`src/rtl/expr_display_pkg.sv`:
```
// Shared types and constants for the expression display block.
//   state_t              : controller states
//   MINUS/PLUS/EQ/BLANK  : active-low 7-segment patterns {dp,g,f,e,d,c,b,a}
//   ceil_div4            : number of hex digits needed for a bit width
package expr_display_pkg;

  typedef enum logic [1:0] {
    IDLE    = 2'd0,
    COMPUTE = 2'd1,
    SHOW    = 2'd2
  } state_t;

  localparam logic [7:0] MINUS = 8'hBF;
  localparam logic [7:0] PLUS  = 8'h8F;
  localparam logic [7:0] EQ    = 8'hB7;
  localparam logic [7:0] BLANK = 8'hFF;

  function automatic int ceil_div4(input int w);
    return (w + 3) / 4;
  endfunction

endpackage

```
`src/rtl/expr_display_if.sv`:
```
// Command/status bundle for expr_display.
//   start, clear, a, b, s : requests and operands (master -> slave)
//   busy, done, neg, hex  : status and 7-segment drive (slave -> master)
interface expr_display_if #(
  parameter int WIDTH      = 4,
  parameter int NUM_DIGITS = 6
);
  logic                    start;
  logic                    clear;
  logic [WIDTH-1:0]        a;
  logic [WIDTH-1:0]        b;
  logic                    s;
  logic                    busy;
  logic                    done;
  logic                    neg;
  logic [8*NUM_DIGITS-1:0] hex;

  modport master (output start, clear, a, b, s,
                  input  busy, done, neg, hex);
  modport slave  (input  start, clear, a, b, s,
                  output busy, done, neg, hex);
endinterface

```
`src/rtl/hex_to_seg.sv`:
```
// One hex nibble to an active-low 7-segment pattern, dp always off.
//   nib : 4-bit value
//   seg : {dp,g,f,e,d,c,b,a}, 0 = segment lit
module hex_to_seg (
  input  logic [3:0] nib,
  output logic [7:0] seg
);
  always_comb begin
    case (nib)
      4'h0:    seg = 8'hC0;
      4'h1:    seg = 8'hF9;
      4'h2:    seg = 8'hA4;
      4'h3:    seg = 8'hB0;
      4'h4:    seg = 8'h99;
      4'h5:    seg = 8'h92;
      4'h6:    seg = 8'h82;
      4'h7:    seg = 8'hF8;
      4'h8:    seg = 8'h80;
      4'h9:    seg = 8'h90;
      4'hA:    seg = 8'h88;
      4'hB:    seg = 8'h83;
      4'hC:    seg = 8'hC6;
      4'hD:    seg = 8'hA1;
      4'hE:    seg = 8'h86;
      default: seg = 8'h8E;
    endcase
  end
endmodule

```
`src/rtl/expr_display.sv`:
```
// Latches two operands, adds or subtracts them and renders
// "a op b = [-]result" on a row of 7-segment displays, scrolling the
// message when it is longer than the row.
//   clk, rst_n : clock, asynchronous active-low reset
//   bus.start  : latch a, b, s and compute (ignored while computing)
//   bus.clear  : back to IDLE, displays blank (wins over start)
//   bus.busy   : high in COMPUTE
//   bus.done   : one-cycle pulse on entry to SHOW
//   bus.neg    : negative result, valid in SHOW
//   bus.hex    : display k at hex[8k+7:8k], k = NUM_DIGITS-1 leftmost
module expr_display
  import expr_display_pkg::*;
#(
  parameter int WIDTH      = 4,
  parameter int NUM_DIGITS = 6,
  parameter int SCROLL_DIV = 25_000_000
) (
  input  logic               clk,
  input  logic               rst_n,
  expr_display_if.slave      bus
);
  localparam int D      = ceil_div4(WIDTH);
  localparam int R      = ceil_div4(WIDTH + 1);
  localparam int L      = 2 * D + R + 3;
  localparam bit SCROLL = (L > NUM_DIGITS);
  // Ring holds the message followed by blanks; sized so every display
  // index stays in range whether or not the message scrolls.
  localparam int RL     = SCROLL ? L + 1 : NUM_DIGITS;
  localparam int PW     = $clog2(L + 1);
  localparam int CW     = (SCROLL_DIV > 1) ? $clog2(SCROLL_DIV) : 1;

  state_t               state, state_d;
  logic [WIDTH-1:0]     a_q, b_q;
  logic                 s_q, neg_q, done_q, load;
  logic [WIDTH:0]       res_q, res_d;
  logic signed [WIDTH:0] diff;
  logic                 neg_d;
  logic [PW-1:0]        pos;
  logic [CW-1:0]        cnt;
  logic [4*D-1:0]       a_pad, b_pad;
  logic [4*R-1:0]       r_pad;
  logic [8*D-1:0]       a_segv, b_segv;
  logic [8*R-1:0]       r_segv;
  logic [8*RL-1:0]      ring;
  logic [8*NUM_DIGITS-1:0] hex_d;

  always_comb begin
    state_d = state;
    case (state)
      IDLE:    if (bus.start) state_d = COMPUTE;
      COMPUTE: state_d = SHOW;
      SHOW:    if (bus.start) state_d = COMPUTE;
      default: state_d = IDLE;
    endcase
    if (bus.clear) state_d = IDLE;
  end

  assign load = bus.start && !bus.clear && (state != COMPUTE);

  // Unsigned add, or magnitude of the signed difference plus a sign flag.
  always_comb begin
    diff  = $signed({1'b0, a_q}) - $signed({1'b0, b_q});
    res_d = {1'b0, a_q} + {1'b0, b_q};
    neg_d = 1'b0;
    if (s_q) begin
      if (diff < 0) begin
        neg_d = 1'b1;
        res_d = $unsigned(-diff);
      end else begin
        res_d = $unsigned(diff);
      end
    end
  end

  always_ff @(posedge clk or negedge rst_n) begin
    if (!rst_n) begin
      state  <= IDLE;
      a_q    <= '0;
      b_q    <= '0;
      s_q    <= 1'b0;
      res_q  <= '0;
      neg_q  <= 1'b0;
      done_q <= 1'b0;
      pos    <= '0;
      cnt    <= '0;
    end else begin
      state  <= state_d;
      done_q <= (state == COMPUTE) && !bus.clear;
      if (load) begin
        a_q <= bus.a;
        b_q <= bus.b;
        s_q <= bus.s;
      end
      if (state == COMPUTE && !bus.clear) begin
        res_q <= res_d;
        neg_q <= neg_d;
      end
      if (state == COMPUTE) begin
        pos <= '0;
        cnt <= '0;
      end else if (state == SHOW && SCROLL) begin
        if (cnt == CW'(SCROLL_DIV - 1)) begin
          cnt <= '0;
          pos <= (pos == PW'(L)) ? '0 : pos + 1'b1;
        end else begin
          cnt <= cnt + 1'b1;
        end
      end
    end
  end

  assign a_pad = (4*D)'(a_q);
  assign b_pad = (4*D)'(b_q);
  assign r_pad = (4*R)'(res_q);

  for (genvar k = 0; k < D; k++) begin : g_ab
    hex_to_seg u_a (.nib(a_pad[4*k +: 4]), .seg(a_segv[8*k +: 8]));
    hex_to_seg u_b (.nib(b_pad[4*k +: 4]), .seg(b_segv[8*k +: 8]));
  end
  for (genvar k = 0; k < R; k++) begin : g_r
    hex_to_seg u_r (.nib(r_pad[4*k +: 4]), .seg(r_segv[8*k +: 8]));
  end

  // ring[8*i +: 8] is message symbol i, left to right, most significant digit first.
  always_comb begin
    ring = {RL{BLANK}};
    for (int i = 0; i < D; i++) begin
      ring[8*i +: 8]           = a_segv[8*(D-1-i) +: 8];
      ring[8*(D+1+i) +: 8]     = b_segv[8*(D-1-i) +: 8];
    end
    ring[8*D +: 8]             = s_q ? MINUS : PLUS;
    ring[8*(2*D+1) +: 8]       = EQ;
    ring[8*(2*D+2) +: 8]       = neg_q ? MINUS : BLANK;
    for (int i = 0; i < R; i++) begin
      ring[8*(2*D+3+i) +: 8]   = r_segv[8*(R-1-i) +: 8];
    end
  end

  always_comb begin
    int idx;
    idx   = 0;
    hex_d = {NUM_DIGITS{BLANK}};
    if (state == SHOW) begin
      for (int j = 0; j < NUM_DIGITS; j++) begin
        idx = int'(pos) + j;
        if (SCROLL && idx >= L + 1) idx = idx - (L + 1);
        hex_d[8*(NUM_DIGITS-1-j) +: 8] = ring[8*idx +: 8];
      end
    end
  end

  assign bus.hex  = hex_d;
  assign bus.busy = (state == COMPUTE);
  assign bus.done = done_q;
  assign bus.neg  = (state == SHOW) && neg_q;

endmodule

```
`src/flat_wrapper.sv`:
```
// flat-port wrapper written by rule: the top's interface ports become plain ports
module expr_display_flat import expr_display_pkg::*;
#(
  parameter int WIDTH      = 4,
  parameter int NUM_DIGITS = 6,
  parameter int SCROLL_DIV = 25_000_000
)
  (clk, rst_n, bus_start, bus_clear, bus_a, bus_b, bus_s, bus_busy, bus_done, bus_neg, bus_hex);
  expr_display_if #(.WIDTH(WIDTH), .NUM_DIGITS(NUM_DIGITS)) bus_i ();
  input  logic clk;
  input  logic rst_n;
  input wire logic [$bits(bus_i.start)-1:0] bus_start;
  input wire logic [$bits(bus_i.clear)-1:0] bus_clear;
  input wire logic [$bits(bus_i.a)-1:0] bus_a;
  input wire logic [$bits(bus_i.b)-1:0] bus_b;
  input wire logic [$bits(bus_i.s)-1:0] bus_s;
  output wire logic [$bits(bus_i.busy)-1:0] bus_busy;
  output wire logic [$bits(bus_i.done)-1:0] bus_done;
  output wire logic [$bits(bus_i.neg)-1:0] bus_neg;
  output wire logic [$bits(bus_i.hex)-1:0] bus_hex;
  assign bus_i.start = bus_start;
  assign bus_i.clear = bus_clear;
  assign bus_i.a = bus_a;
  assign bus_i.b = bus_b;
  assign bus_i.s = bus_s;
  assign bus_busy = bus_i.busy;
  assign bus_done = bus_i.done;
  assign bus_neg = bus_i.neg;
  assign bus_hex = bus_i.hex;
  expr_display #(.WIDTH(WIDTH), .NUM_DIGITS(NUM_DIGITS), .SCROLL_DIV(SCROLL_DIV)) u_core (.clk(clk), .rst_n(rst_n), .bus(bus_i));
endmodule
```
`config.mk`:
```
export PLATFORM = sky130hd
export DESIGN_NAME = expr_display_flat
export DESIGN_NICKNAME = d
export VERILOG_FILES = /design/src/rtl/expr_display_pkg.sv /design/src/rtl/expr_display_if.sv /design/src/rtl/hex_to_seg.sv /design/src/rtl/expr_display.sv /design/src/flat_wrapper.sv
export SDC_FILE = /design/constraint.sdc
export NUM_CORES = 1
export LEC_CHECK = 0
export CAP_MARGIN = 10
export CORE_AREA = 4 4 111 113
export DETAILED_ROUTE_END_ITERATION = 10
export DIE_AREA = 0 0 115 117
export PLACE_DENSITY = 0.74
export SYNTH_ARGS = -nofsm -noshare
export SYNTH_HDL_FRONTEND = slang
export SYNTH_SLANG_ARGS = --single-unit
```
`constraint.sdc`:
```
create_clock -name clk -period 3.06 [get_ports clk]
set_input_delay 0.612 -clock clk [delete_from_list [all_inputs] [get_ports clk]]
set_output_delay 0.612 -clock clk [all_outputs]
set_load 0.03 [all_outputs]
```
==> flow_metrics.tcl, run 1 <==
set metrics [dict create \
    cp-endpoint "bus_hex[3]" \
    arrival_ns 2.40 \
    fmax_mhz 331.6 \
    yosysMostFrequentCell "nand2_1" \
    fin_crit_ns 3.016 \
    grt_pass1_wl_mm 23.93 \
    timing.rr.end "u_core.res_q[2]" \
    row_count 39 \
    cts_buffer_depth 2 \
    max_stage_delay_ns 0.51 \
    antenna_left 0 \
    hold_buffers 0 \
    htreeDepth 2 \
    grt_busiest_layer "met2" \
    worst-r2r-cell-count 10 \
    hold_violations 0 \
    synth.area.top_cells "dfrtp_1 23%, ha_1 9.6%, nand2_1 4.4%" \
    end_kind "output pin" \
    synth_common_cells "58 x nand2_1, 46 x dfrtp_1, 41 x nor2_1" \
    start_util_pct 43.55 \
    cp.required_ns 2.45 \
    ys.flop_type "dfrtp_1" \
    synth_edf_count 0 \
    synth.distinct_cells 76 \
    die-area_sq_um 13460 \
    routed_wirelength_mm 14.91 \
    setup-violations-final 0 \
    rr_startpoint "u_core.a_pad[0]" \
    path_class "reg2out" \
    clk_pin_slew_worst_paths_ns 0.06 \
    ir_drop_mv 0.3274 \
    status "complete, no violations" \
    use_met3_pct 3.599 \
    worst_pin_slew_ns 1.063 \
    synth_area_per_cell_sq_um 8.108 \
    cts_root_buf "clkbuf_16" \
    synth_top_cell_area_share_pct 23.35 \
    fin_nets 744 \
    placed_area_sq_um 5846 \
    yosys_register_bits 46 \
    p_leak_nw 2.540 \
    fill_cells 1025 \
    core_sq_um 11320 \
    io_pins 64 \
    clock_latency_ns 0.29 \
    yosys_warnings 0 \
    hp-class "in2async" \
    die_height_um 117 \
    layout-drive-gt1-share_pct 27.31 \
    grt_overflow 0 \
    cp-start-kind "flip-flop" \
    syn-cell-area_sq_um 4930 \
    netlist.top_cell.by_area "dfrtp_1" \
    startpoint "u_core.a_pad[0]" \
    track_usage_pct 22.16 \
    place_congestion 0.9763 \
    grt_use_met1_pct 29.61 \
    slew_headroom_pct 29.14 \
    port_buffers 58 \
    avgRoutedWirePerCell_um 17.86 \
    cts_tree "built" \
    final_max_slew_viol_count 0 \
    cts-buffers-inserted 5 \
    synthToLayoutAreaGrowth_pct 24.85 \
    worstPathMaxFanout 6 \
    dpl.hpwl_mm 11.46 \
    avgViaCountPerCell 5.947 \
    finalCritPeriodShare_pct 98.55 \
    diodes 0 \
    grt_pass1_vias 4666 \
    ys_seq_area_share_pct 23.35 \
    dieWidth_um 115 \
    grt_max_degree 47 \
    ys_async_sr_fraction_pct 100.0 \
    crit_chain "inv_1 -> buf_4 -> ha_1 -> mux4_2 -> nor2_1 -> a2bb2oi_2 -> o221ai_1 -> buf_4" \
    worst-r2r-setup-slack_ns 0.42 \
    drt_iter0_drc 553 \
    clock-skew-final_ns 0.01130 \
    use_met2_pct 35.96 \
    antenna_found_initial 0 \
    clock_sinks 46 \
    synthCells 608 \
    maxCapViolCount 0 \
    vias 4966 \
    fin_tns_setup_ns 0 \
    drc 0 \
    power_mw 3.307 \
    design_area_sq_um 6155 \
    crit_path_frequent_cell "buf_4" \
    power_density_nw_per_um2 537.4 \
    firstDrtPassIters 5 \
    cpMaxStageDelayCell "mux4_2" \
]
## routing by layer
layer / vias up / wire (um)
li1: 2362 / -
met1: 2386 / 6593
met2: 186 / 6967
met3: 32 / 912
met4: 0 / 441
met5: - / 0
## metrics by stage
step / util, % / hold slack [ns] / std cells / setup slack [ns]
final: 54.37 / 0.4961 / 835 / 0.04448
after global routing: 54.37 / 0.5923 / 835 / -0.008640
after CTS: 53.19 / 0.5364 / 832 / 0.01365
after detailed placement: 51.64 / 0.5342 / 824 / 0.01027
after global placement: 51.64 / 0.5292 / 824 / 0.08397
after floorplan: - / 0.3164 / 612 / -0.02848
## state kept, by name, indices dropped and copies added, names as in the netlist
signal / cells
u_core.cnt: 25
u_core.res_q: 5
u_core.a_pad: 4
u_core.b_pad: 4
u_core.pos: 3
u_core.state: 2
u_core.bus.done: 1
u_core.neg_q: 1
u_core.s_q: 1
## critical path, delay by kind of cell (launching register included)
kind | cells | cell delay (ns)
muxes | 1 | 0.51
DFF | 1 | 0.44
buffers and inverters | 3 | 0.44
AOI/OAI and AO/OA | 2 | 0.33
adders and majority gates | 1 | 0.21
and+or+nand+nor | 1 | 0.18
## logic make-up (layout without fill, tap and decap cells)
group                    after synthesis  in the layout  share of synthesized area (%)
AO/OA/AOI/OAI                        163            163                          22.16
XOR/XNOR                              27             27                          4.797
adder cells (fa/ha/maj)               40             40                          10.46
buffers and inverters                 67            147                          6.295
flip-flops                            46             46                          23.35
multiplexers                          32             32                          7.487
other                                  1              5                        0.07607
AND/OR/NAND/NOR                      232            232                          25.38
## cell type report
type	instances	area (sq um)	share of cell area [%]
clock buffer	6	128.9	2.094
clock inverter	2	13.76	0.2236
inverter	28	105.1	1.708
multi-input combinational	499	3657	59.42
sequential	46	1159	18.82
tap	143	178.9	2.907
timing repair buffer	111	912.1	14.82
## power by group
group          internal (mW)  leakage [nW]  switching (mW)
logic                  0.811          1.88            1.05
registers              0.706         0.593           0.209
clock network          0.303        0.0708           0.233
total                   1.82          2.54            1.49
## what timing repair did
item                                    4_1_cts  5_1_grt
resized for setup                            26       44
endpoints found under the hold margin         0        0
buffers inserted                              0        3
endpoints found under the setup margin       20       27
pin swaps                                     0        0
## cell usage in the layout, fill, tap and decap left out, types with 5 or more instances in the layout
cell,synthesis,routed
a21oi_1,22,19
a31oi_1,6,5
and2_1,9,7
buf_4,5,79
clkbuf_16,0,5
clkbuf_2,0,7
clkdlybuf4s50_1,0,15
conb_1,1,5
dfrtp_1,46,40
dfrtp_2,0,6
ha_1,38,32
inv_1,23,20
inv_2,3,7
mux2_2,8,8
mux2i_1,20,16
nand2_1,58,58
nand2b_1,9,8
nand3_1,26,26
nand4_1,10,10
nor2_1,41,40
nor2_2,20,21
nor2b_1,8,8
nor3_1,12,10
nor3_2,5,7
o211ai_1,15,15
o21ai_0,31,30
o21ai_1,21,21
o221ai_1,5,5
o2bb2ai_1,7,7
or3_1,5,5
xnor2_1,12,12
xor2_1,15,15
## how the worst min path moves through the flow
stage / end / slack [ns] / cells after the start
detailed placement: u_core.cnt[22] / 0.53 / 2
CTS: u_core.b_pad[3] / 0.54 / 1
global route: u_core.cnt[22] / 0.59 / 2
global placement: u_core.cnt[22] / 0.53 / 2
floorplan: u_core.a_pad[0] / 0.32 / 0
finish: u_core.b_pad[3] / 0.50 / 1
Power figures use the tool's default switching activity.
==> inputs of run 2 (changes only) <==
--- a/config.mk
+++ b/config.mk
@@ -7,6 +7,7 @@
 export LEC_CHECK = 0
 export CAP_MARGIN = 10
 export CORE_AREA = 4 4 111 113
+export CTS_CLUSTER_DIAMETER = 40
 export DETAILED_ROUTE_END_ITERATION = 10
 export DIE_AREA = 0 0 115 117
 export PLACE_DENSITY = 0.74
==> results of run 2 <==
Final layout, timing and power as in run 1 (identical DEF).
